File: src/rtl/game_engine.sv
// game_engine: game state machine, bird physics, N-deep scrolling pipe queue with collision,
// and score/high-score tracking; all game state advances once per new_frame tick.
module game_engine #(
   parameter int NUM_PIPES    = 3,
   parameter int W            = 16,
   parameter int SCORE_W      = 10,
   parameter int SCROLL_SPEED = 5,
   parameter int GRAVITY      = 1,
   parameter int FLAP_SPEED   = 13,
   parameter int MAX_FALL     = 16,
   parameter int PIPE_PERIOD  = 64,
   parameter int GAP_BASE     = 420,
   parameter int SPAWN_Y      = 480,
   parameter int BIRD_Y       = 100,
   parameter int GROUND_X     = 104,
   parameter int CEIL_X       = 728,
   parameter int GAP_LO       = 80,
   parameter int GAP_HI       = 220,
   parameter int HIT_NEG      = 96,
   parameter int HIT_POS      = 60
) (
   input  logic                   clk,
   input  logic                   rstn,
   input  logic                   new_frame,
   input  logic                   button_pulse,
   input  logic                   pause_pulse,
   input  logic [7:0]             random,
   output logic [2:0]             game_state,
   output logic signed [W-1:0]    bird_pos_x,
   output logic signed [W-1:0]    bird_vel,
   output logic [NUM_PIPES*W-1:0] pipe_pos_x,
   output logic [NUM_PIPES*W-1:0] pipe_pos_y,
   output logic [SCORE_W-1:0]     score,
   output logic [SCORE_W-1:0]     high_score,
   output logic                   hit
);
   typedef enum logic [2:0] {START = 3'd0, READY = 3'd1, FLY = 3'd2, PAUSE = 3'd3, OVER = 3'd4} state_e;
   typedef logic signed [W:0] wide_t;
   localparam int CW = PIPE_PERIOD > 1 ? $clog2(PIPE_PERIOD) : 1;
   localparam int PW = $clog2(NUM_PIPES + 1);
   localparam wide_t GND = wide_t'(GROUND_X);
   localparam wide_t CEIL = wide_t'(CEIL_X);
   localparam wide_t THR = wide_t'(BIRD_Y - HIT_NEG);
   localparam logic signed [W-1:0] READY_X = W'(420);
   localparam logic signed [W-1:0] READY_PX = W'(500);
   localparam logic signed [W-1:0] IDLE_Y = W'(-120);

   state_e                state_q;
   logic                  btn_q, pse_q, frame_q, hit_q, btn, pse, hit_now, spawn;
   logic [CW-1:0]         cnt_q;
   logic signed [W-1:0]   pos_q, vel_q, pos_d, vel_d;
   logic signed [W-1:0]   px_q [NUM_PIPES];
   logic signed [W-1:0]   py_q [NUM_PIPES];
   logic signed [W-1:0]   py_d [NUM_PIPES];
   logic [SCORE_W-1:0]    score_q, high_q, score_d;
   logic [PW-1:0]         passes;
   logic [SCORE_W+PW-1:0] sum;
   wide_t                 vf, nx, dx, dy;

   // Pulses arriving with the tick count immediately; the latch keeps earlier ones until then.
   always_comb begin
      btn = btn_q | button_pulse;
      pse = pse_q | pause_pulse;
      vf = wide_t'(vel_q) - wide_t'(GRAVITY);
      vf = btn && state_q == FLY ? wide_t'(FLAP_SPEED) : vf < -wide_t'(MAX_FALL) ? -wide_t'(MAX_FALL) : vf;
      nx = wide_t'(pos_q) + vf;
      pos_d = nx > CEIL ? W'(CEIL) : nx < GND ? W'(GND) : W'(nx);
      vel_d = nx < GND ? '0 : W'(vf);
      spawn = cnt_q == '0;
      hit_now = wide_t'(pos_q) <= GND;
      passes = '0;
      dx = '0;
      dy = '0;
      for (int k = 0; k < NUM_PIPES; k++) begin
         dy = wide_t'(py_q[k]) - wide_t'(BIRD_Y);
         dx = wide_t'(px_q[k]) - wide_t'(pos_q);
         py_d[k] = py_q[k] - W'(SCROLL_SPEED);
         if (dy >= -wide_t'(HIT_NEG) && dy <= wide_t'(HIT_POS) && (dx < wide_t'(GAP_LO) || dx > wide_t'(GAP_HI)))
            hit_now = 1'b1;
         if (wide_t'(py_q[k]) >= THR && wide_t'(py_q[k]) - wide_t'(SCROLL_SPEED) < THR)
            passes = passes + PW'(1);
      end
      sum = (SCORE_W+PW)'(score_q) + (SCORE_W+PW)'(passes);
      score_d = |sum[SCORE_W+PW-1:SCORE_W] ? '1 : sum[SCORE_W-1:0];
   end

   always_ff @(posedge clk or negedge rstn) begin
      if (!rstn) begin
         state_q <= START;
         btn_q   <= 1'b0;
         pse_q   <= 1'b0;
         frame_q <= 1'b0;
         hit_q   <= 1'b0;
         cnt_q   <= '0;
         pos_q   <= '0;
         vel_q   <= '0;
         score_q <= '0;
         high_q  <= '0;
         for (int k = 0; k < NUM_PIPES; k++) begin
            px_q[k] <= '0;
            py_q[k] <= IDLE_Y;
         end
      end else begin
         frame_q <= new_frame;
         btn_q   <= (btn_q & ~frame_q) | button_pulse;
         pse_q   <= (pse_q & ~frame_q) | pause_pulse;
         if (new_frame) begin
            hit_q <= state_q == FLY && hit_now;
            case (state_q)
               START, READY: begin
                  state_q <= btn ? (state_q == START ? READY : FLY) : state_q;
                  if (state_q == START && btn) score_q <= '0;
                  pos_q <= READY_X;
                  vel_q <= '0;
                  cnt_q <= '0;
                  for (int k = 0; k < NUM_PIPES; k++) begin
                     px_q[k] <= READY_PX;
                     py_q[k] <= IDLE_Y;
                  end
               end
               FLY: begin
                  state_q <= hit_now ? OVER : pse ? PAUSE : FLY;
                  pos_q <= pos_d;
                  vel_q <= vel_d;
                  cnt_q <= cnt_q == CW'(PIPE_PERIOD - 1) ? '0 : cnt_q + CW'(1);
                  for (int k = 0; k < NUM_PIPES - 1; k++) begin
                     px_q[k] <= spawn ? px_q[k + 1] : px_q[k];
                     py_q[k] <= spawn ? py_d[k + 1] : py_d[k];
                  end
                  px_q[NUM_PIPES - 1] <= spawn ? W'(GAP_BASE) + W'(random) : px_q[NUM_PIPES - 1];
                  py_q[NUM_PIPES - 1] <= spawn ? W'(SPAWN_Y) : py_d[NUM_PIPES - 1];
                  if (!hit_now) score_q <= score_d;
                  if (hit_now && score_q > high_q) high_q <= score_q;
               end
               PAUSE: state_q <= pse ? FLY : PAUSE;
               OVER: begin
                  state_q <= btn ? START : OVER;
                  if (wide_t'(pos_q) > GND) begin
                     pos_q <= pos_d;
                     vel_q <= vel_d;
                  end
               end
               default: state_q <= START;
            endcase
         end
      end
   end

   assign game_state = state_q;
   assign bird_pos_x = pos_q;
   assign bird_vel   = vel_q;
   assign score      = score_q;
   assign high_score = high_q;
   assign hit        = hit_q;

   for (genvar i = 0; i < NUM_PIPES; i++) begin : g_pipe
      assign pipe_pos_x[i*W +: W] = px_q[i];
      assign pipe_pos_y[i*W +: W] = py_q[i];
   end
endmodule

File: config.mk
export PLATFORM = sky130hd
export DESIGN_NAME = game_engine
export DESIGN_NICKNAME = d
export VERILOG_FILES = /design/src/rtl/game_engine.sv
export SDC_FILE = /design/constraint.sdc
export NUM_CORES = 1
export LEC_CHECK = 0
export BUFFER_PORTS_ARGS = -buffer_cell sky130_fd_sc_hd__buf_4
export CAP_MARGIN = 20
export CORE_AREA = 8 8 144 200
export CTS_CLUSTER_DIAMETER = 200
export DETAILED_ROUTE_END_ITERATION = 10
export DIE_AREA = 0 0 152 208
export GPL_ROUTABILITY_DRIVEN = 1
export GPL_TIMING_DRIVEN = 0
export PLACE_DENSITY = 0.68
export SLEW_MARGIN = 20
export SYNTH_ARGS = -nofsm -noshare
export SYNTH_HDL_FRONTEND = slang
export SYNTH_SLANG_ARGS = --single-unit
File: constraint.sdc
create_clock -name clk -period 12 [get_ports clk]
set_clock_uncertainty 0.15 [all_clocks]
set_input_delay 1.2 -clock clk [delete_from_list [all_inputs] [get_ports clk]]
set_output_delay 1.2 -clock clk [all_outputs]
set_load 0.05 [all_outputs]
==> results.sh, run 1 <==
export IMPL_met3_usage_pct=3.96
export IMPL_max_slew_margin_rel_pct=25.0
export IMPL_drt_iter0_drc=808
export IMPL_grt_max_degree=74
export IMPL_yosysTopAreaCellShare_pct=22.3
export IMPL_min_from="btn_q"
export IMPL_num_vias=12900
export IMPL_min_path_type="flop to flop"
export IMPL_yosys_warnings=0
export IMPL_yosysSeqAreaShare_pct=28.5
export IMPL_hold_worst_slack_ps=346
export IMPL_async_reset_ff_share_pct=100
export IMPL_mostFrequentLayoutCell="buf_4"
export IMPL_dpl_hpwl_um=32700
export IMPL_dp_slack_ps=4370
export IMPL_cap_violations=0
export IMPL_chipWidth_um=152
export IMPL_period_share_pct=64.5
export IMPL_syn_area_mm2=0.0127
export IMPL_layout_common_cells="163 x buf_4, 127 x nor2_1, 120 x nand2_1, 120 x o21ai_0, 118 x a21oi_1"
export IMPL_grt_use_total_pct=26.3
export IMPL_dr_pass1_iters=5
export IMPL_grtUsageMet1_pct=29.0
export IMPL_core_area_mm2=0.0258
export IMPL_multi_input_area_mm2=0.00835
export IMPL_synth_edf_count=0
export IMPL_avgSynthCellArea_um2=8.01
export IMPL_hold_depth=1
export IMPL_n_antenna_cell=0
export IMPL_grt_first_pass_wirelength_um=67600
export IMPL_whs_endpoint="btn_q"
export IMPL_gp_congestion=0.953
export IMPL_ys_ff_latch=143
export IMPL_drt_wirelength_per_cell_um=20.1
export IMPL_cts_buffers=17
export IMPL_fin_crit_ps=7740
export IMPL_worst_slack_ps=4260
export IMPL_slowest_stage="a2111oi_0"
export IMPL_die_h_um=208
export IMPL_drv_slew=0
export IMPL_clk_pin_slew_ps=70
export IMPL_synth_top_area_cell="dfrtp_1"
export IMPL_n_fill_cell=2434
export IMPL_post_cts_buffers=0
export IMPL_nets=1855
export IMPL_top_usage_layer="met2"
export IMPL_grt_use_met2_pct=47.1
export IMPL_timing_fmax_mhz=129
export IMPL_finalHoldViolations=0
export IMPL_syn2layout_area_growth_pct=17.6
export IMPL_clock_path_buffers=2
export IMPL_synthCells=1581
export IMPL_crit_buf_inv=6
export IMPL_worstSetupPathType="flop to flop"
export IMPL_critPathTopFamily="compound AO/OA/AOI/OAI gates"
export IMPL_drt_wl_total_um=42200
export IMPL_seqCellArea_mm2=0.00362
export IMPL_die_area_mm2=0.0316
export IMPL_critPathCaptureType="flop"
export IMPL_finalSetupTns_ps=0
export IMPL_initial_core_util_pct=49.0
export IMPL_setup_viol=0
export IMPL_critPathMaxFanout=10
export IMPL_ys_top_cells_by_area="dfrtp_1 22%, ha_1 7.2%, dfstp_2 6.2%, o21ai_0 4.7%, a21oi_1 4.7%"
export IMPL_cts_htree_levels=4
export IMPL_drive_above_1_share_pct=15.6
export IMPL_routed_via_density=6.15
export IMPL_r2r_setup_slack_ps=4260
export IMPL_cts_root_buffer="clkbuf_16"
export IMPL_r2r_cells=26
export IMPL_cts_sinks=143
export IMPL_status="completed"
export IMPL_antenna_found_initial=0
export IMPL_rsz0062_at_grt="false"
export IMPL_cts_hold_fix_buffers=0
export IMPL_startpoint_type="flop"
export IMPL_ios=165
export IMPL_r2r_start="bird_vel[0]"
export IMPL_worst_pin_slew_ps=1100
export IMPL_timing_rr_end="bird_vel[10]"
export IMPL_ant_nets=0
export IMPL_max_stage_delay_ps=860
export IMPL_cts_repair_resize_count=0
export IMPL_cts_tree="yes"
export IMPL_grt_pass1_vias=12600
export IMPL_drcViolationCount=0
export IMPL_grt_overflow_total=0
export IMPL_rows=70
export IMPL_port_buffers=146
export IMPL_synth_cell_type_count=91
export IMPL_synthFlopType="dfrtp_1"
export IMPL_arrival_ps=7970
export IMPL_clkLatencyLatePin_ps=450
export IMPL_required_ps=12230
==> cell usage after synthesis, drive strengths merged (14+ instances only) <==
library cell  count
nor2            127
nand2           121
o21ai           121
a21oi           118
dfrtp           113
clkbuf           74
inv              74
ha               73
nor3             69
xnor2            53
nand3            42
buf              34
xor2             32
dfstp            30
a22o             28
nand2b           26
o22ai            25
or3              25
a31oi            24
a21o             20
o21a             19
nand4            18
and2             17
o22a             17
or2              17
nor2b            16
nor4             16
a211oi           14
and3             14
o31ai            14
==> layer usage <==
| layer | up-vias | part of all wire, % |
|---|---|---|
| li1 | 6189 | - |
| met3 | 137 | 4.5 |
| met2 | 401 | 51 |
| met5 | - | 0 |
| met1 | 6198 | 39 |
| met4 | 0 | 5.6 |
==> cells by family after synthesis <==
| group | share of synthesized area (%) |
|---|---|
| simple gates | 21.9 |
| compound gates | 27.1 |
| buf+inv | 6.12 |
| flops | 28.5 |
| xor+xnor | 5.88 |
| fa+ha+maj | 8.33 |
| mux | 2.01 |
| other cells | 0.0296 |
==> how the worst max path moves through the flow <==
stage / startpoint / end / cells after the start
2_1_floorplan: bird_vel[0] / bird_vel[10] / 28
3_3_place_gp: bird_vel[2] / bird_vel[10] / 26
3_5_place_dp: bird_vel[0] / bird_vel[10] / 28
4_1_cts: bird_vel[0] / bird_vel[4] / 28
5_1_grt: bird_vel[0] / bird_vel[2] / 26
6_report: bird_vel[0] / bird_vel[10] / 26
==> flip-flops by register name, indices dropped and copies added, names as in the netlist <==
signal,cells
pipe_pos_y,48
pipe_pos_x,30
bird_pos_x,16
bird_vel,16
high_score,10
score,10
cnt_q,6
game_state,3
btn_q,1
frame_q,1
hit,1
pse_q,1
==> worst register-to-register path, stage by stage, from the launching register on <==
cell and delay [ps]:
dfrtp_1 470, inv_1 90, ha_1 250, or4b_1 520
nor3_1 230, nand2_1 140, nor4_1 250, nand2_1 140
or2_2 330, and3_1 180, o21ai_0 170, a21o_1 140
ha_1 260, clkbuf_1 220, inv_1 130, clkbuf_1 390
a31oi_1 240, ha_1 410, a221oi_1 90, a2111oi_0 860
o21ai_0 410, xor2_1 270, nand4_1 230, inv_1 150
a311oi_4 570, buf_6 220, a22o_1 150
==> final cells by class <==
class | instances | share of cell area, %
plain buffers | 108 | 3.34
clock buffers | 28 | 3.97
clock inverters | 4 | 0.202
inverters | 74 | 1.86
multi-input cells | 1273 | 56.0
flip-flops and latches | 143 | 24.3
well taps | 324 | 2.72
repair buffers | 147 | 7.59
==> through the flow <==
step	util [%]	area [um^2]	cells
after floorplan	-	12700	1598
final	57.7	14900	2101
after global placement	55.1	14200	2068
after global routing	57.7	14900	2101
after CTS	57.7	14900	2101
after detailed placement	55.3	14300	2069
Power of run 1 is not shown: default switching activity piles up to over one toggle a cycle in this logic, so the estimate is an artifact.
==> inputs of run 2 (changes only) <==
--- a/config.mk
+++ b/config.mk
@@ -13,7 +13,7 @@
 export DIE_AREA = 0 0 152 208
 export GPL_ROUTABILITY_DRIVEN = 1
 export GPL_TIMING_DRIVEN = 0
-export PLACE_DENSITY = 0.68
+export PLACE_DENSITY = 0.7
 export SLEW_MARGIN = 20
 export SYNTH_ARGS = -nofsm -noshare
 export SYNTH_HDL_FRONTEND = slang
==> constraint.sdc (replaced) <==
create_clock -name clk -period 7 [get_ports clk]
set_clock_uncertainty 0.15 [all_clocks]
set_input_delay 0.7 -clock clk [delete_from_list [all_inputs] [get_ports clk]]
set_output_delay 0.7 -clock clk [all_outputs]
set_load 0.05 [all_outputs]
==> run 2 against run 1 <==
Final cell count up 0.38%. Setup slack got worse by 4000 ps. Global-route usage about the same. Flip-flop and latch count unchanged. Clock-buffer cell count down 8. Fmax is 15% higher. Critical path depth down 1. Sequential share of layout area is 0.21 points lower. Worst hold slack lost 300 ps. Via count up 1.3%.
==> results.sh, run 2 (synthesized netlist as in run 1, its figures left out) <==
export IMPL_status="completed"
export IMPL_grt_pass1_vias=12800
export IMPL_drt_wl_total_um=42800
export IMPL_r2r_setup_slack_ps=300
export IMPL_cts_tree="yes"
export IMPL_grt_first_pass_wirelength_um=67900
export IMPL_antenna_found_initial=0
export IMPL_drt_wirelength_per_cell_um=20.3
export IMPL_syn2layout_area_growth_pct=18.7
export IMPL_cts_root_buffer="clkbuf_16"
export IMPL_worst_pin_slew_ps=1110
export IMPL_required_ps=7160
export IMPL_largest_reg_flops=48
export IMPL_port_buffers=146
export IMPL_arrival_ps=6860
export IMPL_core_area_mm2=0.0258
export IMPL_stdcell_count=2109
export IMPL_cts_htree_levels=4
export IMPL_dp_cells=2069
export IMPL_drive_above_1_share_pct=17.1
export IMPL_die_h_um=208
export IMPL_gp_congestion=0.955
export IMPL_n_antenna_cell=0
export IMPL_max_slew_margin_rel_pct=26.3
export IMPL_r2r_start="bird_vel[0]"
export IMPL_finalHoldViolations=0
export IMPL_cts_sinks=143
export IMPL_drcViolationCount=0
export IMPL_cts_hold_fix_buffers=0
export IMPL_num_vias=13100
export IMPL_routed_via_density=6.21
export IMPL_cts_buffers=17
export IMPL_grt_max_degree=74
export IMPL_clock_path_buffers=2
export IMPL_setup_viol=0
export IMPL_clkLatencyLatePin_ps=440
export IMPL_critPathMaxFanout=10
export IMPL_timing_fmax_mhz=149
export IMPL_hold_worst_slack_ps=47.5
export IMPL_layout_common_cells="172 x buf_4, 127 x nor2_1, 119 x nand2_1"
export IMPL_die_area_mm2=0.0316
export IMPL_critPathCaptureType="flop"
export IMPL_drv_slew=0
export IMPL_drt_iter0_drc=757
export IMPL_crit_start="bird_vel[0]"
export IMPL_nets=1863
export IMPL_ant_nets=0
export IMPL_period_share_pct=95.7
export IMPL_grt_use_total_pct=26.3
export IMPL_min_path_type="primary input to asynchronous set/reset pin"
export IMPL_chipWidth_um=152
export IMPL_dpl_hpwl_um=32900
export IMPL_dr_pass1_iters=5
export IMPL_cap_violations=0
export IMPL_grt_overflow_total=0
export IMPL_ios=165
export IMPL_rows=70
export IMPL_mostFrequentLayoutCell="buf_4"
export IMPL_worstSetupPathType="flop to flop"
export IMPL_clk_pin_slew_ps=70
export IMPL_startpoint_type="flop"
export IMPL_fin_crit_ps=6700
export IMPL_initial_core_util_pct=49.0
-- run 2: cell type report --
| class | instances | area, um^2 |
|---|---|---|
| buffer | 106 | 490 |
| sequential | 143 | 3620 |
| clock buffer | 20 | 437 |
| clock inverter | 12 | 134 |
| fill | 2433 | 10800 |
| timing repair buffer | 157 | 1200 |
| multi-input combinational | 1273 | 8470 |
| tap | 324 | 405 |
| inverter | 74 | 282 |
-- run 2: critical path: stages (launching register included) --
cell and delay (ps):
dfrtp_2 430, inv_1 100, ha_4 180, or4b_4 510, nor3_4 160, nand2_2 110, nor4_4 270, nand2_1 120
or2_2 330, and3_1 180, o21ai_0 170, a21o_1 190, ha_4 250, o21ai_1 260, ha_1 330, o21a_1 190
o31a_1 110, or2_2 280, maj3_2 350, o2111a_1 260, or2_1 250, a2111o_1 420, a221oi_4 390, a311oi_4 200
buf_6 190, a22o_1 190
-- run 2: metal layers --
metal / global-route usage (%) / part of all wire (%)
met2: 48.1 / 52
met4: 14.8 / 5.1
met3: 4.21 / 5.2
met1: 28.4 / 38
met5: 0 / 0
-- run 2: repair_timing --
| action | CTS | global route |
|---|---|---|
| setup endpoints to repair | 26 | 26 |
| pin swaps | 2 | 5 |
| resized for setup | 7 | 22 |
| buffers inserted | 3 | 7 |
| gates cloned | 0 | 0 |
-- run 2: worst paths after layout --
kind | endpoint | depth (start not counted)
worst min-delay path | bird_vel[11] | 1
worst max-delay path | bird_vel[1] | 25
worst min register to register | pse_q | 1
worst max register to register | bird_vel[1] | 25
max in group asynchronous | pipe_pos_y[35] | 2
min in group clk | frame_q | 1
-- run 2: metrics by stage --
stage | cell area [um^2] | util, % | setup TNS (ps) | setup slack (ps)
6_report | 15000 | 58.2 | 0 | 299
5_1_grt | 15000 | 58.2 | -66.5 | -22.2
4_1_cts | 14900 | 57.7 | 0 | 7.68
3_5_place_dp | 14300 | 55.3 | -11990 | -609
3_3_place_gp | 14200 | 55.1 | -9860 | -523
2_1_floorplan | 12700 | - | 0 | 65.9
Power of run 2 is left out for the same reason.
